[src/rtl/ultrasonido_pkg.sv]
// Shared definitions for the multi-channel ultrasonic ranging controller:
// sequencer state encoding and default timing constants for a 50 MHz clock.
package ultrasonido_pkg;

  // Sequencer phases. One sensor at a time walks TRIG -> WAIT -> MEAS -> HOLD.
  typedef enum logic [2:0] {
    ST_IDLE = 3'd0,
    ST_TRIG = 3'd1,
    ST_WAIT = 3'd2,
    ST_MEAS = 3'd3,
    ST_HOLD = 3'd4
  } state_t;

  // Defaults for 50 MHz operation.
  localparam int DEF_DATAWIDTH      = 16;
  localparam int DEF_NUM_CH         = 4;
  localparam int DEF_CH_W           = 2;
  localparam int DEF_TIMER_W        = 24;
  localparam int DEF_TRIG_CYCLES    = 500;      // 10 us trigger pulse
  localparam int DEF_WAIT_TIMEOUT   = 50000;    // 1 ms for the echo to start
  localparam int DEF_HOLDOFF_CYCLES = 3000000;  // 60 ms between channels

  // True when 'value' can be held in an unsigned field of 'width' bits.
  function automatic bit fits_in(input longint value, input int width);
    return (value >= 0) && (value < (longint'(1) << width));
  endfunction

endpackage

[src/rtl/ultrasonido_sync.sv]
// Two-flop synchroniser for a bundle of independent asynchronous lines.
// Each bit is synchronised on its own; no cross-bit coherency is implied.
module ultrasonido_sync
  import ultrasonido_pkg::*;
#(
  parameter int WIDTH = 1
) (
  input  logic             Ultrasonido_Clock,
  input  logic             Ultrasonido_Reset,
  input  logic [WIDTH-1:0] async_in,
  output logic [WIDTH-1:0] sync_out
);

  logic [WIDTH-1:0] meta_q;
  logic [WIDTH-1:0] sync_q;

  // First flop may go metastable; second flop gives it a full cycle to settle.
  always_ff @(posedge Ultrasonido_Clock) begin
    if (Ultrasonido_Reset) begin
      meta_q <= '0;
      sync_q <= '0;
    end else begin
      meta_q <= async_in;
      sync_q <= meta_q;
    end
  end

  assign sync_out = sync_q;

endmodule

[src/rtl/ultrasonido_multicanal.sv]
// Round-robin controller for NUM_CH HC-SR04-class ultrasonic sensors.
// Only one sensor is triggered at a time; its echo pulse width is measured
// in clock cycles and stored in that channel's slot of the packed result bus.
//
// Output handshake: Ultrasonido_Valid_Out is a one-cycle pulse with no ready
// back-pressure. In the cycle it is high, Ultrasonido_Canal_Out names the
// channel just written, and that channel's Conteo slice and Timeout bit
// already hold the new result. Results persist until the channel is measured
// again, so a slow reader can still sample them after the pulse.
module ultrasonido_multicanal
  import ultrasonido_pkg::*;
#(
  parameter int DATAWIDTH      = DEF_DATAWIDTH,
  parameter int NUM_CH         = DEF_NUM_CH,
  parameter int CH_W           = DEF_CH_W,
  parameter int TIMER_W        = DEF_TIMER_W,
  parameter int TRIG_CYCLES    = DEF_TRIG_CYCLES,
  parameter int WAIT_TIMEOUT   = DEF_WAIT_TIMEOUT,
  parameter int HOLDOFF_CYCLES = DEF_HOLDOFF_CYCLES
) (
  input  logic                        Ultrasonido_Clock,
  input  logic                        Ultrasonido_Reset,
  input  logic                        Ultrasonido_Enable_In,
  input  logic                        Ultrasonido_Mode_In,
  input  logic                        Ultrasonido_Start_In,
  input  logic [NUM_CH-1:0]           Ultrasonido_Echo_In,
  output logic [NUM_CH-1:0]           Ultrasonido_Trigger_Out,
  output logic [NUM_CH*DATAWIDTH-1:0] Ultrasonido_Conteo_Out,
  output logic [NUM_CH-1:0]           Ultrasonido_Timeout_Out,
  output logic                        Ultrasonido_Valid_Out,
  output logic [CH_W-1:0]             Ultrasonido_Canal_Out,
  output logic                        Ultrasonido_Busy_Out
);

  // ---------------------------------------------------------------------
  // Elaboration-time parameter sanity
  // ---------------------------------------------------------------------
  if (NUM_CH < 1 || NUM_CH > 16) begin : g_bad_num_ch
    $error("NUM_CH must be in 1..16");
  end
  if (CH_W < 1 || longint'(NUM_CH) > (longint'(1) << CH_W)) begin : g_bad_ch_w
    $error("CH_W must be at least 1 and wide enough to index NUM_CH channels");
  end
  if (TRIG_CYCLES < 1 || !fits_in(longint'(TRIG_CYCLES), TIMER_W)) begin : g_bad_trig
    $error("TRIG_CYCLES must be >= 1 and < 2**TIMER_W");
  end
  if (WAIT_TIMEOUT < 1 || !fits_in(longint'(WAIT_TIMEOUT), TIMER_W)) begin : g_bad_wait
    $error("WAIT_TIMEOUT must be >= 1 and < 2**TIMER_W");
  end
  if (HOLDOFF_CYCLES < 1 || !fits_in(longint'(HOLDOFF_CYCLES), TIMER_W)) begin : g_bad_hold
    $error("HOLDOFF_CYCLES must be >= 1 and < 2**TIMER_W");
  end

  // Terminal timer values: a phase of N clocks occupies timer values 0..N-1.
  localparam logic [TIMER_W-1:0]   TRIG_LAST = TIMER_W'(TRIG_CYCLES - 1);
  localparam logic [TIMER_W-1:0]   WAIT_LAST = TIMER_W'(WAIT_TIMEOUT - 1);
  localparam logic [TIMER_W-1:0]   HOLD_LAST = TIMER_W'(HOLDOFF_CYCLES - 1);
  localparam logic [CH_W-1:0]      CH_LAST   = CH_W'(NUM_CH - 1);
  localparam logic [DATAWIDTH-1:0] COUNT_MAX = '1;

  // ---------------------------------------------------------------------
  // State
  // ---------------------------------------------------------------------
  state_t                      state_q;
  logic [TIMER_W-1:0]          timer_q;
  logic [DATAWIDTH-1:0]        count_q;
  logic [CH_W-1:0]             ch_q;
  logic [NUM_CH-1:0]           trigger_q;
  logic [NUM_CH-1:0]           timeout_q;
  logic [NUM_CH*DATAWIDTH-1:0] conteo_q;
  logic                        valid_q;
  logic                        busy_q;

  logic [NUM_CH-1:0] echo_sync;
  logic              echo_s;
  logic              echo_d;
  logic              echo_rise;
  logic              echo_fall;
  int                slot_lsb;

  ultrasonido_sync #(
    .WIDTH (NUM_CH)
  ) u_echo_sync (
    .Ultrasonido_Clock (Ultrasonido_Clock),
    .Ultrasonido_Reset (Ultrasonido_Reset),
    .async_in          (Ultrasonido_Echo_In),
    .sync_out          (echo_sync)
  );

  // Only the channel being sequenced matters. The channel index changes at
  // HOLD exit, and TRIG lasts at least one clock, so echo_d has re-settled on
  // the new channel before WAIT starts looking for edges.
  assign echo_s    = echo_sync[ch_q];
  assign echo_rise = echo_s & ~echo_d;
  assign echo_fall = ~echo_s & echo_d;
  assign slot_lsb  = int'(ch_q) * DATAWIDTH;

  // Delayed copy of the selected echo for edge detection.
  always_ff @(posedge Ultrasonido_Clock) begin
    if (Ultrasonido_Reset) begin
      echo_d <= 1'b0;
    end else begin
      echo_d <= echo_s;
    end
  end

  // Sequencer: phase timer, pulse counter, trigger lines and result registers.
  always_ff @(posedge Ultrasonido_Clock) begin
    if (Ultrasonido_Reset) begin
      state_q   <= ST_IDLE;
      timer_q   <= '0;
      count_q   <= '0;
      ch_q      <= '0;
      trigger_q <= '0;
      timeout_q <= '0;
      conteo_q  <= '0;
      valid_q   <= 1'b0;
      busy_q    <= 1'b0;
    end else begin
      valid_q <= 1'b0;

      unique case (state_q)
        ST_IDLE: begin
          timer_q <= '0;
          // Continuous mode free-runs while enabled; single-shot waits for Start.
          if (Ultrasonido_Enable_In && (!Ultrasonido_Mode_In || Ultrasonido_Start_In)) begin
            state_q   <= ST_TRIG;
            ch_q      <= '0;
            trigger_q <= NUM_CH'(1);
            busy_q    <= 1'b1;
          end
        end

        ST_TRIG: begin
          if (timer_q == TRIG_LAST) begin
            state_q   <= ST_WAIT;
            timer_q   <= '0;
            trigger_q <= '0;
          end else begin
            timer_q <= timer_q + TIMER_W'(1);
          end
        end

        ST_WAIT: begin
          // An edge arriving on the timeout cycle still counts as an echo.
          if (echo_rise) begin
            state_q <= ST_MEAS;
            timer_q <= '0;
            // The rising-edge cycle is itself the first high cycle of the echo.
            count_q <= DATAWIDTH'(1);
          end else if (timer_q == WAIT_LAST) begin
            state_q                              <= ST_HOLD;
            timer_q                              <= '0;
            conteo_q[slot_lsb +: DATAWIDTH]      <= COUNT_MAX;
            timeout_q[ch_q]                      <= 1'b1;
            valid_q                              <= 1'b1;
          end else begin
            timer_q <= timer_q + TIMER_W'(1);
          end
        end

        ST_MEAS: begin
          if (echo_fall) begin
            state_q                         <= ST_HOLD;
            timer_q                         <= '0;
            conteo_q[slot_lsb +: DATAWIDTH] <= count_q;
            timeout_q[ch_q]                 <= 1'b0;
            valid_q                         <= 1'b1;
          end else if (echo_s) begin
            // Full counter and echo still high: report over-range and move on;
            // the tail of this echo is never looked at.
            if (count_q == COUNT_MAX) begin
              state_q                         <= ST_HOLD;
              timer_q                         <= '0;
              conteo_q[slot_lsb +: DATAWIDTH] <= COUNT_MAX;
              timeout_q[ch_q]                 <= 1'b1;
              valid_q                         <= 1'b1;
            end else begin
              count_q <= count_q + DATAWIDTH'(1);
            end
          end
        end

        ST_HOLD: begin
          if (timer_q == HOLD_LAST) begin
            timer_q <= '0;
            // Enable is only honoured here, so a dropped enable never cuts a
            // trigger pulse or a measurement short.
            if (!Ultrasonido_Enable_In) begin
              state_q <= ST_IDLE;
              busy_q  <= 1'b0;
            end else if (ch_q != CH_LAST) begin
              state_q   <= ST_TRIG;
              ch_q      <= ch_q + CH_W'(1);
              trigger_q <= NUM_CH'(1) << (ch_q + CH_W'(1));
            end else if (!Ultrasonido_Mode_In) begin
              state_q   <= ST_TRIG;
              ch_q      <= '0;
              trigger_q <= NUM_CH'(1);
            end else begin
              // Single-shot sweep done; Canal keeps pointing at the last channel.
              state_q <= ST_IDLE;
              busy_q  <= 1'b0;
            end
          end else begin
            timer_q <= timer_q + TIMER_W'(1);
          end
        end

        default: begin
          state_q   <= ST_IDLE;
          timer_q   <= '0;
          trigger_q <= '0;
          busy_q    <= 1'b0;
        end
      endcase
    end
  end

  assign Ultrasonido_Trigger_Out = trigger_q;
  assign Ultrasonido_Conteo_Out  = conteo_q;
  assign Ultrasonido_Timeout_Out = timeout_q;
  assign Ultrasonido_Valid_Out   = valid_q;
  assign Ultrasonido_Canal_Out   = ch_q;
  assign Ultrasonido_Busy_Out    = busy_q;

endmodule
[config.mk]
export PLATFORM = sky130hd
export DESIGN_NAME = ultrasonido_multicanal
export DESIGN_NICKNAME = d
export VERILOG_FILES = /design/src/rtl/ultrasonido_pkg.sv /design/src/rtl/ultrasonido_sync.sv /design/src/rtl/ultrasonido_multicanal.sv
export SDC_FILE = /design/constraint.sdc
export NUM_CORES = 1
export LEC_CHECK = 0
export BUFFER_PORTS_ARGS = -buffer_cell sky130_fd_sc_hd__buf_2
export CELL_PAD_IN_SITES_DETAIL_PLACEMENT = 1
export CELL_PAD_IN_SITES_GLOBAL_PLACEMENT = 2
export CORE_MARGIN = 2
export CORE_UTILIZATION = 34
export DETAILED_ROUTE_END_ITERATION = 8
export GPL_TIMING_DRIVEN = 0
export PLACE_DENSITY = 0.81
export REMOVE_ABC_BUFFERS = 1
export SLEW_MARGIN = 10
export SYNTH_ARGS = -nofsm -noshare
export SYNTH_HDL_FRONTEND = slang
export SYNTH_HIERARCHICAL = 1
export SYNTH_SLANG_ARGS = --single-unit
[constraint.sdc]
create_clock -name Ultrasonido_Clock -period 2.9 [get_ports Ultrasonido_Clock]
set_input_delay 0.725 -clock Ultrasonido_Clock [delete_from_list [all_inputs] [get_ports Ultrasonido_Clock]]
set_output_delay 0.725 -clock Ultrasonido_Clock [all_outputs]
set_load 0.05 [all_outputs]
==> metrics.cfg, run 1 <==
[placement]
place_ws_ns=-0.08614
postPlaceCellArea_um2=6416
io_buffers=84
dp_hpwl_um=11640
gp_congestion=0.7996

[route]
wl_met3_um=591
wl_met1_um=7289
vias=5164
drcViolationCount=0
route.final.wire_length_um=16590
wl_met2_um=8481
drt_iter0_drc=244
dr.pass1.iters=4
viasPerCell=5.221
wl_per_cell_um=16.78
top_layer_used=met4
drt.antenna.violating_nets=0

[cts]
htreeDepth=4
hold_buffers=0
clk_path_buf_depth=2
clk_latency_ns=0.42
path_clk_slew_ns=0.06
clock-root-buffer=clkbuf_16
cts_tree=built
cts_buffers=17
cts.sinks=128

[worst_setup_path]
end_kind=flip-flop
crit_type=reg -> reg
critPathArrivalTime_ns=2.99
cp.required_ns=3.21
critical_path_peak_fanout=26
startpoint_type=flip-flop
r2r_cells=7

[worst_hold_path]
min_path_cells=1
hold_class=reg -> reg

[finish]
layout_commonest_cell=dfxtp_1
layout_common_cells=dfxtp_1, nor2_1, buf_2
finalNetCount=775
stdcell_area_um2=7129
drive_above_1_share_pct=24.06
diodes=0
syn2layout_area_growth_pct=21.93

[power_and_ir_drop]
peakVddDrop_mv=0.4078
power.leakage_nw=2.667
power.density_nw_per_um2=660.0

[flow_run]
cap_violations=0

[floorplanning]
dieHeight_um=135.1
die_area_um2=18260
io_pins=85
die_w_um=135.1
initial_core_util_pct=35.01
std_cell_rows=47
coreArea_um2=16700

[sta]
maxSlewHeadroom_pct=37.85
drv_slew=0
tightest_slew_ns=0.9245
finalSetupViolCount=0
finalSetupTns_ns=0
hold_violations=0
min_period_ns=2.682
fin_skew_ns=0.01058
fmax_mhz=372.9
rsz0062_at_grt=true
setup_ws_ns=0.2180
finalCritPeriodShare_pct=92.48

[grt]
grt_max_degree=61
grt_usage_pct=18.92
overflow=0
grt_pass1_vias=5412
grt_antenna_before_repair=0
grt_pass1_wl_um=27520

[synthesis]
syn_inst=694
seq_area_frac_synth_pct=43.83
synthFlopType=dfxtp_1
synth_edf_count=0
synth_cell_types=54
yosysWarningCount=6
async_reset_ff_share_pct=0
avgSynthCellArea_um2=8.425
ys_ff_latch=128
netlist_area_um2=5847

[outcome]
outcome=finished clean

[through the flow]
stage	hold WS [ns]	utilization (%)	cells	total power [mW]
after floorplan	0.4138	-	645	2.394
after global placement	0.4206	37.80	949	2.558
after detailed placement	0.4293	38.42	954	2.601
after CTS	0.4442	42.45	989	4.752
after global routing	0.4673	42.69	989	4.914
final	0.4373	42.69	989	4.706
[power by group]
group / switching, mW / total [mW] / internal, mW / leakage (nW)
Clock: 0.767 / 2.13 / 1.36 / 0.282
Sequential: 0.0575 / 1.89 / 1.83 / 1.03
Combinational: 0.493 / 0.691 / 0.199 / 1.35
[cell type report]
cell class	count	area (µm²)
inverter	21	78.83
fill	2008	9572
sequential	128	2564
clock buffer	20	446.7
tap	220	275.3
timing repair buffer	94	575.6
clock inverter	10	137.6
multi-input combinational	496	3052
[cells in the mapped netlist, drive strengths merged, types with 2 or more instances]
cell	instances	share of area, %
nand4	15	1.6
or4	2	0.26
nor2	105	6.7
xor2	2	0.30
buf	18	1.9
and3	6	0.64
a21oi	81	7.0
clkbuf	31	2.0
o21ai	21	1.8
nand3b	4	0.73
o2111ai	2	0.30
or3	6	0.64
nor3b	6	0.77
nand4b	4	0.60
nor4	12	1.3
a31oi	8	0.86
a211oi	8	1.9
nor2b	13	1.4
dfxtp	128	44
nand2b	4	0.43
nor3	87	11
a21o	3	0.39
xnor2	22	3.3
nand3	22	1.9
ha	8	1.7
inv	21	1.3
nand2	34	2.2
o21a	3	0.39
[worst paths after layout]
path	start	endpoint	slack, ns
max	Ultrasonido_Canal_Out[0]	Ultrasonido_Valid_Out	0.22
min	u_echo_sync/meta_q[2]	u_echo_sync/sync_out[2]	0.44
max reg2reg	Ultrasonido_Canal_Out[0]	Ultrasonido_Valid_Out	0.22
min reg2reg	u_echo_sync/meta_q[2]	u_echo_sync/sync_out[2]	0.44
[timing repair]
item	CTS	global route
setup endpoints to repair	59	24
pin swaps	4	1
resized for setup	3	7
buffers inserted	5	0
[registers in the layout, indices dropped and copies added, names as in the netlist, named ones only]
| name | count |
|---|---|
| Ultrasonido_Busy_Out | 1 |
| echo_d | 1 |
| u_echo_sync/meta_q | 4 |
| Ultrasonido_Canal_Out | 2 |
| timer_q | 24 |
| Ultrasonido_Valid_Out | 1 |
| count_q | 16 |
| Ultrasonido_Conteo_Out | 64 |
| state_q | 3 |
| Ultrasonido_Trigger_Out | 4 |
| u_echo_sync/sync_out | 4 |
[kinds of logic (layout without fill, tap and decap cells)]
group	Yosys count	count (layout)	share of synthesized area (%)
buf+inv	70	145	5.286
fa+ha+maj	8	8	1.712
simple gates	328	328	31.14
xor+xnor	24	24	3.595
compound gates	133	133	13.70
flops	128	128	43.83
mux	3	3	0.7489
[layer usage]
| layer | GRT usage [%] | vias to the layer above |
|---|---|---|
| met4 | 6.192 | 0 |
| met1 | 22.91 | 2517 |
| met5 | 0 | - |
| met3 | 4.153 | 19 |
| met2 | 33.33 | 86 |
| li1 | - | 2542 |
[worst max-delay path, stage by stage (launching register included)]
cell	delay, ns
dfxtp_2	0.44
mux4_2	0.69
o21ai_1	0.27
a21oi_4	0.13
buf_16	0.21
nand4b_1	0.25
a31o_2	0.28
a211oi_1	0.28
Power figures use the tool's default switching activity.
==> run 2: changes to the inputs <==
--- a/config.mk
+++ b/config.mk
@@ -8,6 +8,7 @@
 export BUFFER_PORTS_ARGS = -buffer_cell sky130_fd_sc_hd__buf_2
 export CELL_PAD_IN_SITES_DETAIL_PLACEMENT = 1
 export CELL_PAD_IN_SITES_GLOBAL_PLACEMENT = 2
+export CORE_ASPECT_RATIO = 1.4
 export CORE_MARGIN = 2
 export CORE_UTILIZATION = 34
 export DETAILED_ROUTE_END_ITERATION = 8
==> run 2 against run 1 <==
Critical path depth down 1; global-route usage is 0.64 points higher; clock power grew 5%; via count rose by 1.2%; core utilization decreased by 0.32 points; routed wire length up 4.4%; critical path type unchanged; critical endpoint unchanged.
==> metrics.cfg, run 2 (same netlist as run 1, synthesis figures left out) <==
[finish]
diodes=0
fill_cells=2034
final_util_pct=42.37
drive_above_1_share_pct=24.06
multiInputGateArea_um2=3034
finalNetCount=774
layout_common_cells=dfxtp_1, nor2_1, buf_2
largest_reg_flops=64
layout_commonest_cell=dfxtp_1
seqCellArea_um2=2564
syn2layout_area_growth_pct=21.85

[cts]
cts_buffers=17
path_clk_slew_ns=0.06
clock-root-buffer=clkbuf_16
clk_latency_ns=0.43
cts_tree=built
clk_path_buf_depth=2
hold_buffers=0
htreeDepth=4
cts.sinks=128

[grt]
grt_max_degree=68
overflow=0
grt_antenna_before_repair=0
grt_pass1_wl_um=28310
grt_pass1_vias=5451
grt_usage_pct=19.55

[placement]
dp_hpwl_um=12060
io_buffers=84
gp_congestion=0.7779

[worst_setup_path]
critPathArrivalTime_ns=2.97
crit_type=reg -> reg
startpoint_type=flip-flop
r2r-end=Ultrasonido_Valid_Out
cp.required_ns=3.22
r2r_cells=6
r2r_start=timer_q[17]
critical_path_peak_fanout=6
r2r_slack_ns=0.25
end_kind=flip-flop

[route]
drcViolationCount=0
drt.antenna.violating_nets=0
viasPerCell=5.377
top_layer_used=met4
wl_met1_um=7143
route.final.wire_length_um=17310
wl_met2_um=9401
vias=5226
wl_per_cell_um=17.81
wl_met3_um=530
drt_iter0_drc=278
dr.pass1.iters=5

[sta]
drv_slew=0
tightest_slew_ns=0.8349
maxSlewHeadroom_pct=43.88
hold_violations=0
worst_hold_slack_ns=0.4431
finalCritPeriodShare_pct=91.27
fin_skew_ns=0.01098
finalSetupViolCount=0
fmax_mhz=377.8
rsz0062_at_grt=false
min_period_ns=2.647

[worst_hold_path]
holdCritStartpoint=u_echo_sync/meta_q[2]
hold_class=reg -> reg
min_path_cells=1
hold_end=u_echo_sync/sync_out[2]

[floorplanning]
dieHeight_um=159.2
coreArea_um2=16820
std_cell_rows=56
io_pins=85
die_w_um=114.8
initial_core_util_pct=34.77
die_area_um2=18280

[power_and_ir_drop]
p_int_mw=3.465
switching_power_mw=1.352
clkPwrFrac_pct=46.4
p_total_mw=4.818
swShare_pct=28.07
power.density_nw_per_um2=676.2
combPwrFrac_pct=14.5
seqPwrFrac_pct=39.2
peakVddDrop_mv=0.3202
power.leakage_nw=2.653

[flow_run]
cap_violations=0

[outcome]
outcome=finished clean

## run 2: cell types whose count changed in the layout (fill, tap and decap cells not counted), sizes merged
cell      change
clkbuf        +2
buf           -1
clkinv        -1
clkinvlp      +1
inv           -1
## run 2: worst max-delay path, cell delays in order (launching register included)
cell	delay (ns)
dfxtp_1	0.36
nor4_1	0.53
nand4_1	0.27
o2111ai_1	0.58
nand4b_1	0.25
a31o_2	0.28
a211oi_1	0.27
## run 2: worst max-delay path by stage
stage,start,to,slack (ns),depth (start not counted)
final,timer_q[17],Ultrasonido_Valid_Out,0.25,6
after global routing,state_q[2],Ultrasonido_Conteo_Out[62],0.06,6
after CTS,count_q[0],timer_q[15],0.007,7
after detailed placement,count_q[1],count_q[10],-0.24,7
after global placement,Ultrasonido_Canal_Out[0],Ultrasonido_Conteo_Out[58],-0.85,5
after floorplan,Ultrasonido_Canal_Out[0],timer_q[14],-0.31,5
## run 2: power groups by stage
stage	Combinational [mW]	Sequential, mW	Clock, mW
after floorplan	0.340	2.05	0
after global placement	0.643	1.92	0
after detailed placement	0.682	1.92	0
after CTS	0.695	1.88	2.26
after global routing	0.770	1.89	2.35
final	0.696	1.89	2.23
## run 2: cell type report
class	count	area share [%]
tap	203	3.565
inverter	21	1.106
clock buffer	22	6.797
multi-input combinational	496	42.59
sequential	128	35.99
timing repair buffer	93	8.114
clock inverter	9	1.844
## run 2: timing repair
action / CTS / global route
endpoints found under the setup margin: 84 / 84
pin swaps: 4 / 0
buffers inserted: 4 / 0
gates resized for setup: 2 / 5
## run 2: per-layer routing
metal / vias up / track usage [%]
met2: 95 / 35.42
met5: - / 0
met1: 2578 / 22.93
met3: 17 / 3.769
li1: 2536 / -
met4: 0 / 6.024
## run 2: per-stage QoR
step	area, µm²	worst slack (ns)	instances	setup TNS [ns]
after floorplan	5617	-0.3055	645	-4.560
after global placement	6291	-0.8479	932	-50.24
after detailed placement	6392	-0.2435	937	-8.422
after CTS	7096	0.007133	972	0
after global routing	7124	0.06089	972	0
final	7124	0.2532	972	0
